## src/rtl/axi4s_uart_pkg.sv

```systemverilog
// Shared types and helpers for the AXI4-Stream to UART-TX packet arbiter.
package axi4s_uart_pkg;

  localparam int unsigned MAX_CH = 16;

  typedef enum logic [1:0] {
    IDLE    = 2'd0,
    HEADER  = 2'd1,
    FORWARD = 2'd2
  } arb_state_t;

  // Round-robin search starting one past ptr, wrapping at num; returns {found, index}.
  function automatic logic [4:0] rr_pick(input logic [MAX_CH-1:0] req,
                                         input logic [3:0]        ptr,
                                         input logic [4:0]        num);
    logic       found;
    logic [3:0] idx;
    logic [4:0] cand;
    found = 1'b0;
    idx   = '0;
    for (int unsigned i = 1; i <= MAX_CH; i++) begin
      cand = 5'(ptr) + 5'(i);
      if (cand >= num) cand = cand - num;
      if (!found && (i <= 32'(num)) && req[cand[3:0]]) begin
        found = 1'b1;
        idx   = cand[3:0];
      end
    end
    return {found, idx};
  endfunction

endpackage

```

## src/rtl/axi4s_rr_arbiter.sv

```systemverilog
// Round-robin pointer and combinational winner search for the packet arbiter.
module axi4s_rr_arbiter
  import axi4s_uart_pkg::*;
#(
  parameter int unsigned NUM_CH = 4
) (
  input  logic                      aclk,
  input  logic                      areset,
  input  logic [NUM_CH-1:0]         req_i,
  input  logic                      update_i,
  output logic [$clog2(NUM_CH)-1:0] grant_o,
  output logic                      valid_o
);

  localparam int unsigned GW = $clog2(NUM_CH);

  logic [GW-1:0] rr_ptr_q, rr_ptr_d;
  logic [4:0]    pick;

  always_comb begin
    pick     = rr_pick(MAX_CH'(req_i), 4'(rr_ptr_q), 5'(NUM_CH));
    valid_o  = pick[4];
    grant_o  = GW'(pick[3:0]);
    rr_ptr_d = update_i ? grant_o : rr_ptr_q;
  end

  // Pointer starts at the last channel so the first search begins at channel 0.
  always_ff @(posedge aclk) begin
    if (areset) rr_ptr_q <= GW'(NUM_CH - 1);
    else        rr_ptr_q <= rr_ptr_d;
  end

endmodule

```

## src/rtl/axi4s_uart_tx_arb.sv

```systemverilog
// Packet-level round-robin arbiter feeding one UART transmitter byte stream.
// Optional channel header byte per packet: define AXI4S_UART_TX_ARB_HDR_EN.
module axi4s_uart_tx_arb
  import axi4s_uart_pkg::*;
#(
  parameter int unsigned NUM_CH   = 4,
  parameter logic [7:0]  HDR_BASE = 8'h80
) (
  input  logic                      aclk,
  input  logic                      areset,
  input  logic [NUM_CH-1:0]         s_tvalid,
  output logic [NUM_CH-1:0]         s_tready,
  input  logic [NUM_CH*8-1:0]       s_tdata,
  input  logic [NUM_CH-1:0]         s_tkeep,
  input  logic [NUM_CH-1:0]         s_tlast,
  output logic                      tx_byte_tvalid,
  input  logic                      tx_byte_tready,
  output logic [7:0]                tx_byte_tdata,
  output logic                      tx_byte_tkeep,
  output logic [$clog2(NUM_CH)-1:0] grant,
  output logic                      busy
);

  localparam int unsigned GW = $clog2(NUM_CH);

  if (NUM_CH < 2 || NUM_CH > MAX_CH || HDR_BASE[3:0] != 4'h0) begin : g_bad_param
    $error("axi4s_uart_tx_arb: NUM_CH must be 2..16 and HDR_BASE[3:0] must be 0");
  end

  arb_state_t    state_q, state_d;
  logic [GW-1:0] grant_q, grant_d;
  logic [GW-1:0] arb_grant;
  logic          arb_valid;
  logic          arb_update;
  logic          g_valid, g_keep, g_last;
  logic [7:0]    g_data;

  axi4s_rr_arbiter #(
    .NUM_CH(NUM_CH)
  ) u_arb (
    .aclk    (aclk),
    .areset  (areset),
    .req_i   (s_tvalid),
    .update_i(arb_update),
    .grant_o (arb_grant),
    .valid_o (arb_valid)
  );

  always_ff @(posedge aclk) begin
    if (areset) begin
      state_q <= IDLE;
      grant_q <= '0;
    end else begin
      state_q <= state_d;
      grant_q <= grant_d;
    end
  end

`ifdef AXI4S_UART_TX_ARB_HDR_EN
  logic [7:0] hdr_q;

  always_ff @(posedge aclk) begin
    if (areset)          hdr_q <= '0;
    else if (arb_update) hdr_q <= HDR_BASE | 8'(arb_grant);
  end
`endif

  always_comb begin
    g_valid = s_tvalid[grant_q];
    g_keep  = s_tkeep[grant_q];
    g_last  = s_tlast[grant_q];
    g_data  = s_tdata[8*grant_q +: 8];
  end

  always_comb begin
    state_d        = state_q;
    grant_d        = grant_q;
    arb_update     = 1'b0;
    s_tready       = '0;
    tx_byte_tvalid = 1'b0;
    tx_byte_tdata  = '0;
    tx_byte_tkeep  = 1'b0;
    case (state_q)
      IDLE: begin
        if (arb_valid) begin
          arb_update = 1'b1;
          grant_d    = arb_grant;
`ifdef AXI4S_UART_TX_ARB_HDR_EN
          state_d    = HEADER;
`else
          state_d    = FORWARD;
`endif
        end
      end
`ifdef AXI4S_UART_TX_ARB_HDR_EN
      HEADER: begin
        tx_byte_tvalid = 1'b1;
        tx_byte_tkeep  = 1'b1;
        tx_byte_tdata  = hdr_q;
        if (tx_byte_tready) state_d = FORWARD;
      end
`endif
      FORWARD: begin
        tx_byte_tvalid = g_valid & g_keep;
        tx_byte_tkeep  = 1'b1;
        tx_byte_tdata  = g_data;
        // Null beats are acknowledged here without touching the transmitter.
        s_tready[grant_q] = g_keep ? tx_byte_tready : 1'b1;
        if (g_valid && (tx_byte_tready || !g_keep) && g_last) state_d = IDLE;
      end
      default: state_d = IDLE;
    endcase
  end

  assign grant = grant_q;
  assign busy  = (state_q != IDLE);

endmodule

```

## config.mk

```make
export PLATFORM = sky130hd
export DESIGN_NAME = axi4s_uart_tx_arb
export DESIGN_NICKNAME = d
export VERILOG_FILES = /design/src/rtl/axi4s_uart_pkg.sv /design/src/rtl/axi4s_rr_arbiter.sv /design/src/rtl/axi4s_uart_tx_arb.sv
export SDC_FILE = /design/constraint.sdc
export NUM_CORES = 1
export LEC_CHECK = 0
export CORE_MARGIN = 10
export CORE_UTILIZATION = 35
export CTS_CLUSTER_DIAMETER = 200
export CTS_CLUSTER_SIZE = 30
export DETAILED_ROUTE_END_ITERATION = 8
export PLACE_DENSITY_LB_ADDON = 0.1
export SYNTH_ARGS = -nofsm -noshare
export SYNTH_HDL_FRONTEND = slang
export SYNTH_SLANG_ARGS = --single-unit
```

## constraint.sdc

```tcl
create_clock -name aclk -period 2.7 [get_ports aclk]
set_input_delay 0.54 -clock aclk [delete_from_list [all_inputs] [get_ports aclk]]
set_output_delay 0.54 -clock aclk [all_outputs]
set_load 0.01 [all_outputs]
```

==> flow_summary.ini <==
[status]
status = complete, no violations

[critical_path]
crit_path_max_incr_delay_ns = 0.49
crit_type = primary input to output port
critPathMostFrequentCell = clkdlybuf4s50_1
worstPathMaxFanout = 1
cp-start-kind = primary input
cpLargestDelayFamily = buffers and inverters
cp.arrival_ns = 2.04
worst_path_max_delay_cell = clkdlybuf4s50_1
end_kind = output port
path_buf_inv = 2
cp_cell_sequence = clkdlybuf4s50_1 -> mux4_2 -> and2_1 -> clkdlybuf4s50_1
cp.required_ns = 2.16

[floorplanning]
dieArea_um2 = 5020
core_um2 = 2480
start_util = 0.366
io_pins = 64
rows = 18
die_y_um = 70.9
die_w_um = 70.9

[timing]
holdWs_ns = 0.694
period_share = 0.957
finalHoldViolCount = 0
slew-limit-headroom = 0.722
fmax_mhz = 387
grt_setup_unrepaired = no
timing.final.crit_period_ns = 2.58
fin_skew_ns = 0.00202
slew_viol_final = 0
finalSetupTns_ns = 0
setup_viol = 0
tightest_slew_ns = 0.415

[placed_design]
dp_hpwl_um = 2910
gp_congestion = 0.867
placed_cells = 183
placed_cell_area_um2 = 1610
portBuffers = 63

[global_route]
grt_pass1_vias = 1237
use_met3 = 0.0683
gr-total-overflow = 0
grtUsageMet2 = 0.240
grt_pass1_wl_um = 5690
grt_busiest_layer = met2
use_met1 = 0.133
antenna_found_initial = 0
grt_max_degree = 17
grtUsageTotal = 0.137

[logic_synthesis]
synthCells = 89
synth_top_cell_by_area = mux4_2
ys_seq_area_frac = 0.110
ys_ff_latch = 5
synth_edf_count = 0
yosysUniqueCellTypes = 39
synth_top_area_frac = 0.298
syn-cell-area_um2 = 906
synth_area_leaders = mux4_2, dfxtp_1, ha_1
avgSynthCellArea_um2 = 10.2
synth_top_flop_cell = dfxtp_1
async_flop_share = 0
yosys_warnings = 0
synth_fp_nets = 141

[routing]
drt_iter0_markers = 98
vias = 1041
ant_nets = 0
totalWireLength_um = 3380
routed_via_density = 5.57
routedWlPerCell_um = 18.1
post-route-drc-count = 0
drtPass1Iterations = 4

[clock_tree]
clk_pin_slew_ns = 0.04
postCtsHoldBufs = 0
clock_sinks = 5
htreeDepth = 1
clk_latency_ns = 0.24
postCtsSetupRepairBufs = 0
clk_path_buf_depth = 2
cts_tree = yes
clockRootBuffer = clkbuf_4
cts_buffers = 3

[power_and_ir_drop]
vdd_ir_drop_max_uv = 454
p_per_area_nw_per_um2 = 765
p_leak_nw = 0.643

[final_layout]
num_antenna_cells = 0
layout-drive-gt1-share = 0.217
n_fill_cell = 219
syn2layout_area_growth_pct = 79.8
final_area_um2 = 1630
stdcell_count = 187
fin_nets = 210

[flow_run]
maxCapViolCount = 0

[hold_path]
worstHoldPathType = register to register
==> path summary, 6_finish.rpt <==
path | start | to | slack (ns) | cells past startpoint
worst max-delay path | s_tdata[18] | tx_byte_tdata[2] | 0.12 | 4
worst min-delay path | u_arb.rr_ptr_q[0] | u_arb.rr_ptr_q[0] | 0.69 | 3
worst max register to register | u_arb.rr_ptr_q[1] | grant[0] | 0.20 | 7
worst min register to register | u_arb.rr_ptr_q[0] | u_arb.rr_ptr_q[0] | 0.69 | 3
==> cells by family (layout without fill, tap and decap cells) <==
| logic type | Yosys count | in the layout | share of synthesized area |
|---|---|---|---|
| AO/OA/AOI/OAI | 20 | 20 | 0.180 |
| XOR/XNOR | 1 | 1 | 0.00967 |
| adder cells (fa/ha/maj) | 5 | 5 | 0.0691 |
| buffers and inverters | 12 | 80 | 0.0635 |
| flip-flops | 5 | 5 | 0.111 |
| multiplexers | 18 | 18 | 0.369 |
| AND/OR/NAND/NOR | 28 | 28 | 0.199 |
==> where the power goes <==
| part | internal [mW] | total, mW | switching (mW) |
|---|---|---|---|
| clock network | 0.0558 | 0.0851 | 0.0293 |
| logic | 0.538 | 1.02 | 0.477 |
| registers | 0.104 | 0.146 | 0.0420 |
| total | 0.698 | 1.25 | 0.549 |
==> Yosys cell counts (all sizes together), types with 2 or more instances <==
master  count
a21oi       5
a311oi      2
and2        8
buf         3
clkbuf      4
dfxtp       5
ha          5
inv         5
mux2        3
mux2i       3
mux4       12
nand2       2
nand2b      2
nand3b      2
nor3        3
nor3b       3
o21ai       2
o31ai       2
o41ai       2
or2         2
==> area by class of cell <==
class | count | area [µm²] | share of cell area
clock buffer | 4 | 26.3 | 0.0161
inverter | 5 | 18.8 | 0.0115
timing repair buffer | 71 | 686 | 0.421
sequential | 5 | 100 | 0.0614
multi-input combinational | 72 | 761 | 0.467
tap | 30 | 37.5 | 0.0230
==> cell usage in the layout (no fill, tap or decap), types with 3 or more instances in the layout <==
master           instances
a21oi_1                  5
and2_1                   8
mux2i_1                  3
mux4_2                  12
dfxtp_1                  5
clkbuf_4                 3
ha_1                     5
clkdlybuf4s50_1         58
inv_1                    5
mux2_2                   3
buf_4                    7
==> worst reg2reg max path: cells and delay by family (launching register included) <==
family | cells | cell delay (ns)
buffers and inverters | 1 | 0.15
and+or+nand+nor | 1 | 0.14
adders and majority gates | 1 | 0.44
muxes | 1 | 0.39
DFF | 1 | 0.49
AOI/OAI and AO/OA | 3 | 0.80
==> timing repair <==
item / CTS / global route
setup endpoints to repair: 5 / 3
gates resized for setup: 10 / 6
pin swaps: 0 / 1
==> state kept, by name (all words and copies together) (netlist names) <==
register	cells
grant	2
state_q	1
u_arb.rr_ptr_q	2
==> through the flow <==
stage | power [mW] | util | setup WS [ns]
final | 1.25 | 0.658 | 0.116
after global routing | 1.37 | 0.658 | 0.00933
after CTS | 1.26 | 0.661 | -0.00825
after detailed placement | 1.17 | 0.649 | -0.321
after global placement | 1.14 | 0.649 | -0.254
after floorplan | 0.807 | - | 0.338
==> per-layer routing <==
layer	share of wire	wire length [µm]	vias to the layer above
li1	-	-	491
met4	0.0083	28	0
met3	0.14	469	4
met1	0.33	1120	491
met5	0	0	-
met2	0.52	1770	55
Power figures use the tool's default switching activity.
==> patch 1: new RTL, config.mk and constraints unchanged <==
Build with the macro `AXI4S_UART_TX_ARB_HDR_EN` defined.
--- a/src/rtl/axi4s_uart_tx_arb.sv
+++ b/src/rtl/axi4s_uart_tx_arb.sv
@@ -2,2 +2,4 @@
 // Optional channel header byte per packet: define AXI4S_UART_TX_ARB_HDR_EN.
+`define AXI4S_UART_TX_ARB_HDR_EN
+
 module axi4s_uart_tx_arb
Behaviour: not the same (Yosys sat finds a counterexample within 4 cycles, from zero or initial values and one cycle with areset high).
==> patch 1 against the unedited design <==
- sequential share of layout area grew 1.2 points
- routed wire length grew 22%
- sequential cell count grew 2
- first-iteration DRC count shrank 49%
- power grew 18%
- area after synthesis grew 28%
- design area grew 17%
- synthesized cell count grew 24%
- worst setup slack lost 46 ps
- highest routed layer unchanged
==> patch 1: results (changes against the unedited design) <==
- Status: finished clean
- Global-route wire length before repair: 6.423 mm (+13%)
- Clock transition at the registers of the reported paths: 60 ps (+20 ps)
- Drt wl/cell: 18.33 microns (+1.4%)
- NumNets Final: 237 (+13%)
- Via density: 5.393 (-3.1%)
- CTS buffer count: 3 (unchanged)
- Share of post-route cells with drive strength above 1: 20.56% (-1.1 points)
- Clock skew: 4.432 ps (+2.412 ps)
- Seq/Total Area, Yosys: 12.10% (+1.0 points)
- Ys async rst share: 0% (unchanged)
- Routability Congestion: 0.8816 (+1.7%)
- Crit-path max FO: 3 (+2)
- Filler Cell Count: 293 (+34%)
- VDD IR max: 472.8 uV (+4.1%)
- Post-DP HPWL: 3.351 mm (+15%)
- Commonest cells in the synthesized netlist: 9 x ha_1, 8 x inv_1, 7 x dfxtp_1, 7 x mux4_2
- Post-DP Area: 0.001876 sq mm (+17%)
- Synth cell types: 46 (+18%)
- Syn nets: 166 (+18%)
- Synth area leaders: mux4_2 14%, dfxtp_1 12%, mux4_1 11%
- DP Worst Slack: -243.5 ps (+77.94 ps)
- Starting DRT DRC Count: 50 (-49%)
- Critical Path AT: 2090 ps (+50 ps)
- Actual slew at the worst max-slew pin: 443.8 ps (+29.15 ps)
- Number of global-route vias before repair: 1222 (-1.2%)
- H-tree depth: 1 (unchanged)
- Worst-skew pair later-pin latency: 260 ps (+20 ps)
- Most common cell in the netlist: ha_1
- Worst Hold Class: flip-flop to flip-flop
- Clk buf depth: 2 (unchanged)
- Largest net degree at the start of global routing: 14 (-3)
[patch 1: changes by cell type after synthesis, moves of 4 or more]
cell	change
and2_1	-8
mux4_1	+5
and3_1	+5
ha_1	+4
nor2b_1	+4
mux4_2	-5
[patch 1: cell type report]
class | count | area, sq um | share of cell area, %
well taps | 44 | 55.05 | 2.880
repair buffers | 75 | 720.7 | 37.70
clock buffers | 4 | 26.28 | 1.374
flip-flops and latches | 7 | 140.1 | 7.330
multi-input cells | 86 | 939.7 | 49.15
inverters | 8 | 30.03 | 1.571
[patch 1: critical path: stages]
cell	delay, ps
clkdlybuf4s50_1	390
mux4_2	490
nand2_1	100
nand2_1	110
nor3b_2	200
clkdlybuf4s15_1	260
[patch 1: worst paths after layout]
check	cells after the start	start	end	slack (ps)
worst max register to register	7	u_arb.rr_ptr_q[1]	u_arb.rr_ptr_q[1]	540
worst min-delay path	2	hdr_q[7]	hdr_q[7]	450
worst max-delay path	6	s_tkeep[3]	s_tready[2]	70
worst min register to register	2	hdr_q[7]	hdr_q[7]	450
[patch 1: timing repair]
action,CTS,global route
buffers inserted,0,0
cloned,0,0
hold buffers,0,0
gates resized for setup,6,9
endpoints found under the setup margin,6,4
[patch 1: kinds of logic after synthesis]
family,after synthesis,synth area share [%]
flops,7,12.09
simple gates,33,19.33
mux,18,30.67
compound gates,26,20.52
fa+ha+maj,9,9.719
buf+inv,17,7.667
[patch 1: through the flow]
step / cells / power (W)
floorplan: 110 / 0.001008
CTS: 224 / 0.001466
global placement: 220 / 0.001337
global route: 224 / 0.001580
finish: 224 / 0.001472
detailed placement: 220 / 0.001361
[patch 1: power breakdown]
| part | leakage [nW] | internal [W] | switching [W] |
|---|---|---|---|
| logic | 0.741 | 0.000595 | 0.000594 |
| clock network | 0.0150 | 0.0000569 | 0.0000455 |
| registers | 0.0582 | 0.000145 | 0.0000353 |
| total | 0.814 | 0.000797 | 0.000675 |
[patch 1: routing by layer]
layer / global-route usage (%) / vias to the layer above / routed length (microns) / part of all wire (%)
li1: - / 575 / - / -
met3: 2.650 / 5 / 212 / 5.2
met1: 16.55 / 583 / 1836 / 45
met4: 2.737 / 0 / 36 / 0.88
met5: 0 / - / 0 / 0
met2: 21.32 / 45 / 2022 / 49
==> patch 2: new RTL, config.mk and constraints unchanged <==
Made on the original files. The 3 states of `arb_state_t` get a one-hot encoding in 3 bits.
--- a/src/rtl/axi4s_uart_pkg.sv
+++ b/src/rtl/axi4s_uart_pkg.sv
@@ -5,6 +5,6 @@
 
-  typedef enum logic [1:0] {
-    IDLE    = 2'd0,
-    HEADER  = 2'd1,
-    FORWARD = 2'd2
+  typedef enum logic [2:0] {
+    IDLE    = 3'b001,
+    HEADER  = 3'b010,
+    FORWARD = 3'b100
   } arb_state_t;
Behaviour: no difference found for any inputs over 10 cycles, from zero or initial values and one cycle with areset high; not proved beyond that.
==> patch 2 against the unedited design <==
- register-to-register slack better by 230 ps
- worst setup slack worse by 30 ps
- first-iteration DRC count is 53% lower
- count of clock-buffer cells in the layout is 1 lower
- power is 4.0% lower
- combinational power is 6% lower
- area after synthesis is 0.69% higher
- sequential power is 6% higher
- sequential cell count is 1 higher
- design area is 0.38% higher
- cell count is 1.6% higher
- non-clock buffer count is 2 higher
- die area is 0.49% higher
- routed wire length is 2.9% higher
- critical endpoint unchanged
- largest cell class unchanged
- largest power group unchanged
==> patch 2: results (changes against the unedited design) <==
- Commonest cells in the synthesized netlist: 11 x mux4_2, 9 x and2_1, 6 x dfxtp_1
- Metal3 WL: 197 microns (-58%)
- Clock network area share: 1.377% (-0.24 points)
- #MultiIn Comb: 75 (+4.2%)
- Fraction of area in registers: 7.345% (+1.2 points)
- Post-synthesis mux area share: 34.43% (-2.4 points)
- Syn nets: 143 (+1.4%)
- Slew HR: 68.64% (-3.6 points)
- Synth cell types: 40 (+2.6%)
- Number of global-route vias before repair: 1124 (-9.1%)
- Global-route wire length before repair: 5.513 mm (-3.0%)
- Status: finished clean
- Clock skew: 5.461 ps (+3.441 ps)
- M1 GR Usage: 13.72% (+0.46 points)
- VDD IR max: 719.8 uV (+58%)
- Routability Congestion: 0.8435 (-2.7%)
- M2 GR Usage: 25.72% (+1.7 points)
- Reg2reg setup slack: 430 ps (+230 ps)
- P_int: 0.0007038 W (+0.77%)
- Fraction of area in multi-input gates: 45.68% (-1.0 points)
- All-Layer GR Usage: 13.23% (-0.43 points)
- Critical path's slowest cell: mux4_2
- Post-DP Area: 0.001619 sq mm (+0.70%)
- Placed cell count: 187 (+2.2%)
- Multi-input gate area in the final layout: 747.0 sq um (-1.8%)
- Seq/Total Area, Yosys: 13.17% (+2.1 points)
- Routed length on met1: 1.277 mm (+14%)
-- patch 2: critical path: cells and delay by family --
family                 cells  cell delay (ps)
AND/OR/NAND/NOR            1              170
buffers and inverters      2              890
multiplexers               1              480
-- patch 2: worst min path at each step --
stage	from	endpoint	slack [ps]	cells past startpoint
after floorplan	state_q[0]	state_q[2]	520	3
after global placement	u_arb.rr_ptr_q[0]	u_arb.rr_ptr_q[0]	730	3
final	state_q[0]	grant[1]	760	3
after detailed placement	state_q[0]	u_arb.rr_ptr_q[1]	750	3
after CTS	state_q[0]	u_arb.rr_ptr_q[1]	770	3
after global routing	u_arb.rr_ptr_q[0]	u_arb.rr_ptr_q[0]	790	3
-- patch 2: through the flow --
step | hold slack (ps) | util [%] | setup TNS, ps | worst slack (ps)
after floorplan | 524.1 | - | 0 | 484.9
after global placement | 729.3 | 65.35 | -824.8 | -246.9
after detailed placement | 754.7 | 65.35 | -882.3 | -263.0
after CTS | 770.6 | 66.01 | 0 | 22.05
after global routing | 788.9 | 66.01 | 0 | 0.6115
final | 762.8 | 66.01 | 0 | 86.16
-- patch 2: cells by family (layout without fill, tap and decap cells) --
logic type / count (synthesis) / count (layout)
compound gates: 18 / 18
fa+ha+maj: 5 / 5
buf+inv: 10 / 79
flops: 6 / 6
mux: 17 / 17
simple gates: 35 / 35
-- patch 2: power groups by stage --
stage | Clock (W) | Combinational (W) | Sequential, W
floorplan | 0 | 0.000644 | 0.000157
global placement | 0 | 0.000925 | 0.000154
detailed placement | 0 | 0.000956 | 0.000157
CTS | 0.0000869 | 0.000956 | 0.000156
global route | 0.0000893 | 0.00104 | 0.000160
finish | 0.0000810 | 0.000961 | 0.000155
-- patch 2: repair_timing --
item	4_1_cts	5_1_grt
gates cloned	0	0
setup endpoints to repair	5	8
buffers inserted	0	0
hold buffers	0	0
resized for setup	5	8
